==> src/rtl/freq_set_ctrl.sv <==
// Frequency-setting controller: BCD setpoint with clamped fine/coarse keys,
// sequential BCD->binary conversion and serial division into a half-period load.
module freq_set_ctrl #(
    parameter int          CLK_HZ      = 50_000_000,
    parameter logic [23:0] DEFAULT_BCD = 24'h001000
) (
    input  logic        clk,
    input  logic        rst_n,
    input  logic        inc_fine,
    input  logic        dec_fine,
    input  logic        inc_coarse,
    input  logic        dec_coarse,
    output logic [23:0] bcd,
    output logic [19:0] freq_bin,
    output logic [31:0] half_period,
    output logic        load,
    output logic        busy
);
    typedef enum logic [2:0] {
        ST_START,
        ST_IDLE,
        ST_CONVERT,
        ST_DIVIDE,
        ST_LOAD
    } state_t;

    localparam logic [31:0] DIVIDEND = 32'(CLK_HZ / 2);

    state_t      state_q, state_d;
    logic [23:0] bcd_q, bcd_d;
    logic [19:0] freq_q, freq_d;
    logic [31:0] half_q, half_d;
    logic        load_q, load_d;
    logic        busy_q, busy_d;
    logic [4:0]  cnt_q, cnt_d;
    logic [19:0] acc_q, acc_d;
    logic [19:0] rem_q, rem_d;
    logic [31:0] quo_q, quo_d;

    logic [3:0]  digit;
    logic [19:0] acc_next;
    logic [20:0] rem_sh;
    logic [20:0] rem_sub;
    logic        rem_ge;
    logic        key_go;

    // Adds or subtracts one at digit k, rippling carry/borrow upward.
    // Callers clamp beforehand, so the top digit never wraps.
    function automatic logic [23:0] bcd_step(input logic [23:0] v, input int k, input logic up);
        logic [23:0] r;
        logic        c;
        logic [3:0]  d;
        r = v;
        c = 1'b1;
        for (int i = 0; i < 6; i++) begin
            d = r[i*4 +: 4];
            if (c && (i >= k)) begin
                if (up) begin
                    if (d == 4'd9) r[i*4 +: 4] = 4'd0;
                    else begin
                        r[i*4 +: 4] = d + 4'd1;
                        c = 1'b0;
                    end
                end else begin
                    if (d == 4'd0) r[i*4 +: 4] = 4'd9;
                    else begin
                        r[i*4 +: 4] = d - 4'd1;
                        c = 1'b0;
                    end
                end
            end
        end
        return r;
    endfunction

    function automatic logic [3:0] get_digit(input logic [23:0] v, input logic [2:0] idx);
        return v[{idx, 2'b00} +: 4];
    endfunction

    always_comb begin
        state_d  = state_q;
        bcd_d    = bcd_q;
        freq_d   = freq_q;
        half_d   = half_q;
        load_d   = 1'b0;
        busy_d   = busy_q;
        cnt_d    = cnt_q;
        acc_d    = acc_q;
        rem_d    = rem_q;
        quo_d    = quo_q;
        key_go   = 1'b0;

        digit    = get_digit(bcd_q, 3'd5 - cnt_q[2:0]);
        acc_next = acc_q * 20'd10 + {16'd0, digit};
        rem_sh   = {rem_q, DIVIDEND[5'd31 - cnt_q]};
        rem_ge   = (rem_sh >= {1'b0, freq_q});
        rem_sub  = rem_sh - {1'b0, freq_q};

        case (state_q)
            ST_START: begin
                key_go = 1'b1;
            end
            ST_IDLE: begin
                case ({inc_fine, dec_fine, inc_coarse, dec_coarse})
                    4'b1000: begin
                        bcd_d  = (bcd_q == 24'h999999) ? bcd_q : bcd_step(bcd_q, 0, 1'b1);
                        key_go = 1'b1;
                    end
                    4'b0100: begin
                        bcd_d  = (bcd_q == 24'h000001) ? bcd_q : bcd_step(bcd_q, 0, 1'b0);
                        key_go = 1'b1;
                    end
                    4'b0010: begin
                        bcd_d  = (bcd_q > 24'h989999) ? 24'h999999 : bcd_step(bcd_q, 4, 1'b1);
                        key_go = 1'b1;
                    end
                    4'b0001: begin
                        bcd_d  = (bcd_q < 24'h010001) ? 24'h000001 : bcd_step(bcd_q, 4, 1'b0);
                        key_go = 1'b1;
                    end
                    default: key_go = 1'b0;
                endcase
            end
            ST_CONVERT: begin
                acc_d = acc_next;
                if (cnt_q == 5'd5) begin
                    freq_d  = acc_next;
                    state_d = ST_DIVIDE;
                    cnt_d   = 5'd0;
                    rem_d   = 20'd0;
                    quo_d   = 32'd0;
                end else begin
                    cnt_d = cnt_q + 5'd1;
                end
            end
            ST_DIVIDE: begin
                rem_d = rem_ge ? rem_sub[19:0] : rem_sh[19:0];
                quo_d = {quo_q[30:0], rem_ge};
                cnt_d = cnt_q + 5'd1;
                if (cnt_q == 5'd31) state_d = ST_LOAD;
            end
            ST_LOAD: begin
                // First LOAD edge publishes the quotient, the second releases busy.
                if (!load_q) begin
                    half_d = quo_q;
                    load_d = 1'b1;
                end else begin
                    busy_d  = 1'b0;
                    state_d = ST_IDLE;
                end
            end
            default: state_d = ST_START;
        endcase

        if (key_go) begin
            state_d = ST_CONVERT;
            busy_d  = 1'b1;
            cnt_d   = 5'd0;
            acc_d   = 20'd0;
        end
    end

    always_ff @(posedge clk or negedge rst_n) begin
        if (!rst_n) begin
            state_q <= ST_START;
            bcd_q   <= DEFAULT_BCD;
            freq_q  <= 20'd0;
            half_q  <= 32'd0;
            load_q  <= 1'b0;
            busy_q  <= 1'b0;
            cnt_q   <= 5'd0;
            acc_q   <= 20'd0;
            rem_q   <= 20'd0;
            quo_q   <= 32'd0;
        end else begin
            state_q <= state_d;
            bcd_q   <= bcd_d;
            freq_q  <= freq_d;
            half_q  <= half_d;
            load_q  <= load_d;
            busy_q  <= busy_d;
            cnt_q   <= cnt_d;
            acc_q   <= acc_d;
            rem_q   <= rem_d;
            quo_q   <= quo_d;
        end
    end

    assign bcd         = bcd_q;
    assign freq_bin    = freq_q;
    assign half_period = half_q;
    assign load        = load_q;
    assign busy        = busy_q;
endmodule

==> config.mk <==
export PLATFORM = sky130hd
export DESIGN_NAME = freq_set_ctrl
export DESIGN_NICKNAME = d
export VERILOG_FILES = /design/src/rtl/freq_set_ctrl.sv
export SDC_FILE = /design/constraint.sdc
export NUM_CORES = 1
export LEC_CHECK = 0
export BUFFER_PORTS_ARGS = -buffer_cell sky130_fd_sc_hd__buf_2
export CAP_MARGIN = 30
export CORE_ASPECT_RATIO = 0.9
export CORE_MARGIN = 2
export CORE_UTILIZATION = 60
export CTS_CLUSTER_SIZE = 20
export DETAILED_ROUTE_END_ITERATION = 16
export GPL_TIMING_DRIVEN = 0
export MAX_ROUTING_LAYER = met4
export PLACE_DENSITY = 0.88
export SLEW_MARGIN = 10
export SYNTH_ARGS = -nofsm -noshare
export SYNTH_HDL_FRONTEND = slang
export SYNTH_SLANG_ARGS = --single-unit
==> constraint.sdc <==
create_clock -name clk -period 4.45 [get_ports clk]
set_clock_uncertainty 0.15 [all_clocks]
set_input_delay 0.89 -clock clk [delete_from_list [all_inputs] [get_ports clk]]
set_output_delay 0.89 -clock clk [all_outputs]
set_load 0.005 [all_outputs]
Word-level counts from Yosys, hierarchy flattened
Memories as Yosys holds them, arrays and structs flattened.
Index checks and enable logic that the tools add are counted.
{"block": "word_totals", "ff_bits": 158, "romBits": 32, "input_bits": 6, "out_inout_bits": 78, "n_memories": 1}
{"memory": "(name not given)", "words": 32, "width": 1, "read_ports": 1, "rd_clocked_by_memory_dff": 0, "write_ports": 0, "line": "95", "text": "rem_sh = {rem_q, DIVIDEND[5'd31 - cnt_q]};"}
{"block": "classes", "n_addsub": 17, "mul": 1, "n_lt_le_gt_ge": 4, "eq_ne": 39, "n_shift": 1, "n_mux": 94, "n_bitwise": 1, "reduce_logical": 26}
{"cell": "$mux 24", "n": 4}
{"cell": "$mux 4", "n": 24}
{"cell": "$pmux 24 s4", "n": 1}
{"cell": "$mux 20", "n": 4}
{"cell": "$pmux 32 s2", "n": 1}
{"cell": "$mux 1", "n": 49}
{"cell": "$pmux 20 s2", "n": 1}
{"cell": "$mux 32", "n": 1}
{"cell": "$reduce_and 8->1", "n": 4}
{"cell": "$ne 2x2->1 const B", "n": 15}
{"cell": "$eq 4x4->1 const B", "n": 7}
{"cell": "$add 4x1->4 const B", "n": 6}
{"cell": "$eq 24x1->1 const B", "n": 1}
{"cell": "$eq 24x24->1 const B", "n": 1}
{"cell": "$gt 24x24->1 const B", "n": 1}
{"cell": "$logic_not 4->1", "n": 6}
{"cell": "$lt 24x17->1 const B", "n": 1}
{"cell": "$shiftx 24x6->4", "n": 1}
{"cell": "$sub 4x1->4 const B", "n": 6}
{"cell": "$ge 21x20->1", "n": 1}
{"cell": "$add 20x4->20", "n": 1}
{"cell": "$mul 20x3->19 const B", "n": 1}
{"cell": "$sub 20x20->20", "n": 1}
{"cell": "$ne 3x3->1 const B", "n": 5}
{"cell": "other kinds (28)", "n": 40}

Depth between registers and ports, before layout
Gate-level depths: netlist (run 1).
{"block": "depth", "depth_word": 19, "depth_mapped": 17, "depth_no_buf": 16}

Least setup slack after synthesis (run 1)
No wires, ideal clock.
{"block": "synth_timing", "path_type": "register to register", "start": "register cnt_q[0]", "end": "register rem_q[18]", "arrival_ns": 3.495, "required_time_ns": 4.217, "path_slack_ns": 0.723, "stages_incl_launch_ff": 18, "n_path_buf": 1, "period_less_slack_ns": 3.727, "path_cell_list": "dfrtp_1 -> buf_1 -> inv_1 -> ha_1 -> xor2_1 -> o221ai_1 -> o21ai_0 -> ha_1 -> fa_1 -> nor2b_1 -> o31a_1 -> o41ai_1 -> a311oi_1 -> nand4_1 -> nand2_1 -> o221ai_1 -> xor2_1 -> o21ai_0"}
{"block": "synth_between", "elab_chain_cells": 6}
{"element": "from (decl)", "line": "35", "text": "logic [4:0] cnt_q, cnt_d;"}
{"element": "from (signal assigned)", "line": "182", "text": "cnt_q <= cnt_d;"}
{"element": "$sub 5x5->5", "line": "95"}
{"element": "$mem_v2 32x1"}
{"element": "$mux 1 (implied by the code)", "line": "95"}
{"element": "$sub 20x20->20 or $ge 21x20->1 (tied branches)", "line": "97, 96"}
{"element": "$mux 20", "line": "137", "text": "rem_d = rem_ge ? rem_sub[19:0] : rem_sh[19:0];"}
{"element": "$pmux 20 s2", "line": "99", "text": "case (state_q)"}
{"element": "to (signal assigned)", "line": "184", "text": "rem_q <= rem_d;"}
{"element": "to (decl)", "line": "37", "text": "logic [19:0] rem_q, rem_d;"}
Several ways; a longest one is shown, not always the timed one. The select of a mux whose other input is x is not followed.
A chain may end at the register's enable or synchronous reset.

Worst setup path after layout (run 1)
{"block": "layout_timing", "start": "register cnt_q[2]", "end": "register acc_q[15]"}
{"block": "layout_between", "elab_chain_cells": 5}
{"element": "$sub 3x3->3", "line": "93", "text": "digit = get_digit(bcd_q, 3'd5 - cnt_q[2:0]);"}
{"element": "$shiftx 24x6->4", "line": "77", "text": "return v[{idx, 2'b00} +: 4];"}
{"element": "$add 20x4->20", "line": "94", "text": "acc_next = acc_q * 20'd10 + {16'd0, digit};"}
{"element": "$mux 20", "line": "99"}
{"element": "$mux 20", "line": "155", "text": "if (key_go) begin"}
{"element": "to (signal assigned)", "line": "172", "text": "acc_q <= 20'd0;"}
{"element": "to (signal assigned)", "line": "183", "text": "acc_q <= acc_d;"}
{"element": "to (decl)", "line": "36", "text": "logic [19:0] acc_q, acc_d;"}
No other way between the ends. The select of a mux whose other input is x is not followed.

==> results.txt, run 1 <==
----------------------------------------------------
[Run status]
  Status ... finished, final reports clean

[Timing]
  Worst hold slack ... 0.187 ns
  Hold Fails Final Rpt ... 0
  Slew Viols, Final ... 0
  Final Critical Period ... 4.26 ns
  Maximum clock frequency ... 0.235 GHz
  Ratio of final minimum period to clock period ... 0.957
  Number of endpoints failing setup at the final stage ... 0
  Least-Margin Pin Slew ... 0.873 ns
  Rel. slew slack ... 0.415

[Final layout]
  Final instance count without filler cells ... 1431
  Area delta synth->final ... 13.3%
  Commonest cells after routing, fill and taps aside ... sky130_fd_sc_hd__dfrtp_1, sky130_fd_sc_hd__nand2_1, sky130_fd_sc_hd__o21ai_0
  Commonest non-fill, non-tap cell in the layout ... sky130_fd_sc_hd__dfrtp_1
  Final standard cell area without fillers ... 11300 µm²
  Final design utilization ... 0.696
  Diodes inserted ... 0
  Ratio of cells with drive above 1 in the final layout ... 0.156
  Fin nets ... 1281

[Power and ir drop]
  Fraction of power consumed by combinational cells ... 0.599
  Switch share ... 0.477
  Largest vdd supply drop ... 0.585 mV
  Design Power ... 0.00911 W
  Int Power ... 0.00476 W
  Pwr/cell area ... 809 nW/µm²
  Clock network power share ... 0.149
  Leakage power summed over all cells ... 5.38 nW
  Relative contribution of sequential cells to total power ... 0.252
  Net switching power figure ... 0.00435 W

[Setup path]
  Setup slack, reg-to-reg ... 0.19 ns
  Crit path cell chain ... ha_1 -> or2_2 -> o21ai_0 -> ha_1 -> inv_1 -> fa_1 -> nor2b_1 -> o21ai_0 -> nand3b_1 -> nor4b_4 -> and3_1 -> and2_1 -> nand4_1 -> xor2_2 -> o22ai_1
  Worst Setup EP ... acc_q[15]$_DFFE_PN0P_
  Delay of the slowest critical-path stage ... 0.49 ns
  Data required time at the worst endpoint ... 4.59 ns
  Endpoint of the worst-slack reg-to-reg timing path ... acc_q[15]$_DFFE_PN0P_
  Crit path kind ... reg -> reg
  Worst endpoint data arrival time ... 4.40 ns
  Critical Path Start ... cnt_q[2]$_DFFE_PN0P_
  Kind of launch point of the worst setup path ... flop
  Reg2reg start ... cnt_q[2]$_DFFE_PN0P_
  Slowest cell on the critical path ... sky130_fd_sc_hd__dfrtp_1
  Logic depth of the worst register-to-register path ... 15
  Kind of end point of the critical path ... flop
  Largest driver fanout on the critical path ... 8

[Yosys]
  Mux contribution to synthesized area ... 0.0636
  Area fraction in compound gates after synthesis ... 0.187
  Dominant combinational cell family by area after synthesis ... compound AO/OA/AOI/OAI gates
  Post-synth EDFFs ... 0
  Unique masters post-synth ... 80
  Share of synthesized cell area in full adder, half adder and majority cells ... 0.0828
  Ranking of synthesized cells by area ... sky130_fd_sc_hd__dfrtp_1, sky130_fd_sc_hd__ha_1, sky130_fd_sc_hd__nand2_1
  Syn Nets ... 1176
  Mean cell area of the mapped netlist ... 8.99 µm²
  Post-synthesis register bit count ... 157
  Most common flop cell mapped by yosys ... sky130_fd_sc_hd__dfrtp_1
  Post-synthesis simple-gate area fraction ... 0.185
  Largest area contributor in the synthesized netlist ... sky130_fd_sc_hd__dfrtp_1
  Number of instances in the synthesized netlist ... 1106
  Sequential cell area fraction in the yosys report ... 0.395
  Post-synthesis share of cell area spent on xor and xnor gates ... 0.0440
  Post-synthesis cell area ... 9950 µm²
  Post-synth ARST share ... 1.00
  YS warnings ... 0
  Proportion of netlist area held by the largest area contributor ... 0.392

[Clock tree]
  Cts bufs inserted ... 17
  Buffer type at the clock tree root ... sky130_fd_sc_hd__clkbuf_16
  CTS tree ... yes
  Num Clock Sinks ... 157
  Insertion delay of the later-clocked pin in the worst-skew pair ... 0.43 ns
  Worst-case clock buffer depth ... 2
  Post-CTS clock slew at the launch and capture registers of the worst setup and hold paths ... 0.07 ns
  H-tree depth ... 4

[Routing]
  Wire length reported by the detailed router ... 25.3 mm
  Antenna-violating nets left ... 0
  First-pass DRT Iterations ... 5
  Number of remaining DRC errors ... 0
  Post-detailed-route wirelength per cell ... 17.7 µm
  Total number of vias ... 9047
  Number of violations reported at the end of detailed-routing iteration 0 ... 819
  Post-DR vias/cell ... 6.32

[Die]
  Die area ... 17600 µm²
  I/O pin cnt ... 84
  Number of rows in the core area ... 44
  Chip Width ... 140 µm
  Floorplan Core Area ... 16200 µm²
  Die H ... 126 µm
  Starting Density ... 0.615

[GRT]
  Initial antenna violation count ... 0
  Pin count of the biggest net entering global routing ... 114
  GRT Max-Usage Layer ... met2
  Grt met2 use ... 0.469
  Overall track demand over capacity in global routing ... 0.299
  Global routing met1 resource utilization ... 0.394
  Vias in the first global route ... 8598
  Wire length of the first global-routing pass ... 42.0 mm
  Met3 Use GR ... 0.0468
  Total congestion overflow ... 0

[Place]
  Count of buffers inserted at the top-level ports ... 83
  Detailed Place HPWL ... 17.5 mm
  Dpl cell area ... 10700 µm²
  Placed instance count ... 1397
  GP Congestion ... 0.926

[Worst hold path]
  Type of the tightest min-delay check ... in -> async

[Job]
  Max-capacitance violation count ... 0

----------------------------------------------------
==> layout make-up <==
type                            count  area [µm²]
Clock buffer                       18         429
Timing Repair Buffer               86         465
Sequential cell                   157        3930
Clock inverter                     14         111
Inverter                           41         154
Tap cell                          207         259
Buffer                             70         278
Multi-Input combinational cell    838        5640
Fill cell                        1231        4920
==> state kept, by name, summed over array words and instances, names as in the netlist <==
| register | count |
|---|---|
| state_q | 3 |
| busy | 1 |
| half_period | 32 |
| freq_bin | 20 |
| cnt_q | 5 |
| bcd | 24 |
| acc_q | 19 |
| rem_q | 20 |
| load | 1 |
| quo_q | 32 |
==> critical path: cells and delay by family (launching register included) <==
family	cells	cell delay [ns]
buffers and inverters	1	0.06
DFF	1	0.49
AOI/OAI and AO/OA	3	0.46
adders and majority gates	3	1.03
and+or+nand+nor	7	1.70
xor gates and xnor gates	1	0.25
==> worst min-delay path by stage <==
stage / end / cells past startpoint
global route: acc_q[14]$_DFFE_PN0P_ / 1
CTS: acc_q[14]$_DFFE_PN0P_ / 1
detailed placement: busy$_DFFE_PN0P_ / 1
finish: acc_q[14]$_DFFE_PN0P_ / 1
global placement: busy$_DFFE_PN0P_ / 1
floorplan: quo_q[10]$_DFFE_PN0P_ / 2
==> routing by layer <==
metal / routed length [µm] / part of all wire
met1: 10800 / 0.43
met2: 12000 / 0.47
met3: 1700 / 0.067
met4: 757 / 0.030
met5: 0 / 0
==> stage by stage <==
stage / setup TNS, ns / setup slack, ns
2_1_floorplan: 0 / 0.723
3_3_place_gp: -5.80 / -0.0463
3_5_place_dp: -0.134 / -0.0662
4_1_cts: 0 / 0.111
5_1_grt: -0.123 / -0.0489
6_report: 0 / 0.190
==> power by group through the flow <==
stage / sequential, W / combinational (W) / clock, W
final: 0.00229 / 0.00546 / 0.00136
after global routing: 0.00234 / 0.00610 / 0.00142
after CTS: 0.00227 / 0.00532 / 0.00137
after detailed placement: 0.00229 / 0.00519 / 0
after global placement: 0.00227 / 0.00498 / 0
after floorplan: 0.00218 / 0.00403 / 0
==> Yosys cell counts (6+ instances only) <==
cell type                  number
sky130_fd_sc_hd__nor2b_1        7
sky130_fd_sc_hd__nand4_1       12
sky130_fd_sc_hd__nor4b_1        8
sky130_fd_sc_hd__a211oi_1       8
sky130_fd_sc_hd__mux2i_1        7
sky130_fd_sc_hd__o31ai_1        9
sky130_fd_sc_hd__a22o_1         7
sky130_fd_sc_hd__a21oi_1       55
sky130_fd_sc_hd__inv_1         40
sky130_fd_sc_hd__a32oi_1       10
sky130_fd_sc_hd__nand2b_1      10
sky130_fd_sc_hd__o21ai_1       11
sky130_fd_sc_hd__o21bai_1       6
sky130_fd_sc_hd__nor4_1         7
sky130_fd_sc_hd__xnor2_1       23
sky130_fd_sc_hd__nor2_1        74
sky130_fd_sc_hd__ha_1          61
sky130_fd_sc_hd__and3_1        10
sky130_fd_sc_hd__o22ai_1       10
sky130_fd_sc_hd__dfrtp_1      156
sky130_fd_sc_hd__o21ai_0       93
sky130_fd_sc_hd__xor2_1        27
sky130_fd_sc_hd__nor3_1        15
sky130_fd_sc_hd__mux2_2        39
sky130_fd_sc_hd__clkbuf_1      63
sky130_fd_sc_hd__nand3_1       46
sky130_fd_sc_hd__a31oi_1       13
sky130_fd_sc_hd__nand2_1      154
sky130_fd_sc_hd__a21o_1        11
==> cell families (layout without fill, tap and decap cells) <==
family	after synthesis	count (layout)
AND/OR/NAND/NOR	381	381
XOR/XNOR	50	50
AO/OA/AOI/OAI	290	290
adder cells (fa/ha/maj)	64	64
flip-flops	157	157
buffers and inverters	111	229
multiplexers	53	53
==> timing repair <==
| item | in CTS | in global routing |
|---|---|---|
| setup endpoints to repair | 20 | 26 |
| gates resized for setup | 2 | 14 |
| pin swaps | 0 | 1 |
| hold buffers | 0 | 0 |
| endpoints found under the hold margin | 0 | 0 |
| buffers inserted | 0 | 1 |
No activity file was read; power rests on OpenSTA's default activity.
==> inputs of run 2 (changes only) <==
Settings changed: PLACE_DENSITY 0.88 to 0.8.
==> run 2 against run 1 <==
Total power about the same; wire length down 3.4%; setup slack improved by 0.076 ns; sequential power about the same; fmax is 1.8% higher; via count fell by 2.4%; non-clock buffer count shrank 2; clock power grew 9%; cell area rose by 0.30%; cell count is 0.14% lower; critical path type unchanged; critical path depth did not move; clock-buffer cell count stayed put.
==> results.txt, run 2 (same netlist as run 1, synthesis figures left out) <==
----------------------------------------------------
[Run status]
  Status ... finished, final reports clean

[Final layout]
  Ratio of cells with drive above 1 in the final layout ... 0.155
  Area used by sequential logic in the layout ... 3930 µm²
  Final standard cell area without fillers ... 11300 µm²
  Commonest non-fill, non-tap cell in the layout ... sky130_fd_sc_hd__dfrtp_1
  Area occupied by multi-input gates ... 5630 µm²
  Final instance count without filler cells ... 1429
  Area delta synth->final ... 13.6%
  Diodes inserted ... 0
  Number of fill cells in the layout ... 1320
  Fin nets ... 1279
  Commonest cells after routing, fill and taps aside ... sky130_fd_sc_hd__dfrtp_1, sky130_fd_sc_hd__nand2_1, sky130_fd_sc_hd__o21ai_0

[Clock tree]
  Number of buffers added for setup after CTS ... 0
  Num Clock Sinks ... 157
  Worst-case clock buffer depth ... 2
  CTS tree ... yes
  H-tree depth ... 4
  Cts bufs inserted ... 17
  Post-CTS clock slew at the launch and capture registers of the worst setup and hold paths ... 0.07 ns
  Hold_buf cts ... 0
  Insertion delay of the later-clocked pin in the worst-skew pair ... 0.44 ns
  Buffer type at the clock tree root ... sky130_fd_sc_hd__clkbuf_16

[Setup path]
  Crit path cell chain ... ha_1 -> or2_2 -> o21ai_1 -> ha_1 -> inv_1 -> fa_1 -> nor2b_1 -> o21ai_0 -> nand3b_1 -> nor4b_4 -> and3_1 -> and2_1 -> nand4_1 -> xor2_1 -> o22ai_1
  Dominant cell type by count on the critical path ... sky130_fd_sc_hd__ha_1
  Kind of cell adding the most delay to the critical path ... simple AND/OR/NAND/NOR gates
  Worst endpoint data arrival time ... 4.32 ns
  Crit path kind ... reg -> reg
  Largest driver fanout on the critical path ... 8
  Worst Path Buf+Inv ... 1
  Data required time at the worst endpoint ... 4.59 ns
  Kind of launch point of the worst setup path ... flop
  Slowest cell on the critical path ... sky130_fd_sc_hd__dfrtp_1
  Delay of the slowest critical-path stage ... 0.48 ns
  Kind of end point of the critical path ... flop

[GRT]
  Vias in the first global route ... 8330
  Met3 Use GR ... 0.0494
  Initial antenna violation count ... 0
  Overall track demand over capacity in global routing ... 0.289
  Global routing met1 resource utilization ... 0.386
  GRT Max-Usage Layer ... met2
  Total congestion overflow ... 0
  Grt met2 use ... 0.460
  Wire length of the first global-routing pass ... 40.7 mm
  Pin count of the biggest net entering global routing ... 100

[Timing]
  Ratio of final minimum period to clock period ... 0.940
  Maximum clock frequency ... 0.239 GHz
  Rel. slew slack ... 0.379
  Worst hold slack ... 0.214 ns
  Least-Margin Pin Slew ... 0.919 ns
  Slack of the critical path ... 0.266 ns
  Final Critical Period ... 4.18 ns
  Unrepaired setup endpoints after global routing ... false
  Number of endpoints failing setup at the final stage ... 0
  Slew Viols, Final ... 0
  Hold Fails Final Rpt ... 0

[Routing]
  Wire length reported by the detailed router ... 24.4 mm
  Number of remaining DRC errors ... 0
  Post-DR vias/cell ... 6.18
  Antenna-violating nets left ... 0
  Number of violations reported at the end of detailed-routing iteration 0 ... 622
  First-pass DRT Iterations ... 6
  Post-detailed-route wirelength per cell ... 17.1 µm
  Total number of vias ... 8830

[Power and ir drop]
  Switch share ... 0.465
  Relative contribution of sequential cells to total power ... 0.249
  Leakage power summed over all cells ... 5.39 nW
  Fraction of power consumed by combinational cells ... 0.588
  Int Power ... 0.00487 W
  Largest vdd supply drop ... 0.738 mV
  Pwr/cell area ... 806 nW/µm²
  Net switching power figure ... 0.00424 W
  Clock network power share ... 0.163

[Die]
  I/O pin cnt ... 84
  Die area ... 17600 µm²
  Chip Width ... 140 µm
  Starting Density ... 0.615
  Number of rows in the core area ... 44
  Die H ... 126 µm
  Floorplan Core Area ... 16200 µm²

[Worst hold path]
  Type of the tightest min-delay check ... in -> async

[Place]
  GP Congestion ... 0.932
  Detailed Place HPWL ... 17.6 mm
  Count of buffers inserted at the top-level ports ... 83
  Post-placement setup slack ... 0.0447 ns
  Placed instance count ... 1397
  Dpl cell area ... 10700 µm²

[Job]
  Max-capacitance violation count ... 0

----------------------------------------------------
-- run 2: worst reg2reg max path, cell delays in order (launching register included) --
cell and delay [ns]:
sky130_fd_sc_hd__dfrtp_1 0.48, sky130_fd_sc_hd__ha_1 0.38, sky130_fd_sc_hd__or2_2 0.33, sky130_fd_sc_hd__o21ai_1 0.20, sky130_fd_sc_hd__ha_1 0.20, sky130_fd_sc_hd__inv_1 0.06, sky130_fd_sc_hd__fa_1 0.42, sky130_fd_sc_hd__nor2b_1 0.14
sky130_fd_sc_hd__o21ai_0 0.12, sky130_fd_sc_hd__nand3b_1 0.27, sky130_fd_sc_hd__nor4b_4 0.38, sky130_fd_sc_hd__and3_1 0.23, sky130_fd_sc_hd__and2_1 0.15, sky130_fd_sc_hd__nand4_1 0.10, sky130_fd_sc_hd__xor2_1 0.30, sky130_fd_sc_hd__o22ai_1 0.13
-- run 2: area by class of cell --
type,instances,area share
multi-input cells,838,0.498
flip-flops and latches,157,0.348
repair buffers,84,0.0401
clock buffers,18,0.0389
plain buffers,70,0.0244
well taps,207,0.0229
clock inverters,14,0.0140
inverters,41,0.0136
-- run 2: repair_timing --
| item | in CTS | in global routing |
|---|---|---|
| pin swaps | 0 | 1 |
| setup endpoints to repair | 3 | 22 |
| resized for setup | 2 | 12 |
-- run 2: per-layer routing --
layer / wire (µm) / vias to the layer above
met5: 0 / -
met4: 522 / 0
met3: 1240 / 51
met2: 11700 / 254
met1: 11000 / 4317
li1: - / 4208
-- run 2: per-stage QoR --
step | TNS (ns) | utilization | total power [W]
6_report | 0 | 0.698 | 0.00911
3_5_place_dp | 0 | 0.659 | 0.00749
5_1_grt | 0 | 0.698 | 0.00990
2_1_floorplan | 0 | - | 0.00621
4_1_cts | 0 | 0.696 | 0.00904
3_3_place_gp | -2.04 | 0.656 | 0.00730
-- run 2: path summary, 6_finish.rpt --
path / startpoint / to / slack (ns) / depth (start not counted)
setup reg to reg: cnt_q[2]$_DFFE_PN0P_ / acc_q[15]$_DFFE_PN0P_ / 0.27 / 15
max in group asynchronous: rst_n / bcd[17]$_DFFE_PN0P_ / 3.07 / 2
hold / removal: rst_n / acc_q[15]$_DFFE_PN0P_ / 0.21 / 1
setup / recovery: cnt_q[2]$_DFFE_PN0P_ / acc_q[15]$_DFFE_PN0P_ / 0.27 / 15
min in group clk: quo_q[30]$_DFFE_PN0P_ / quo_q[31]$_DFFE_PN0P_ / 0.35 / 2
hold reg to reg: quo_q[30]$_DFFE_PN0P_ / quo_q[31]$_DFFE_PN0P_ / 0.35 / 2
-- run 2: power groups by stage --
stage | combinational (W) | sequential [W] | clock [W]
3_3_place_gp | 0.00503 | 0.00227 | 0
5_1_grt | 0.00601 | 0.00233 | 0.00156
4_1_cts | 0.00528 | 0.00226 | 0.00149
3_5_place_dp | 0.00521 | 0.00228 | 0
6_report | 0.00536 | 0.00227 | 0.00148
2_1_floorplan | 0.00403 | 0.00218 | 0
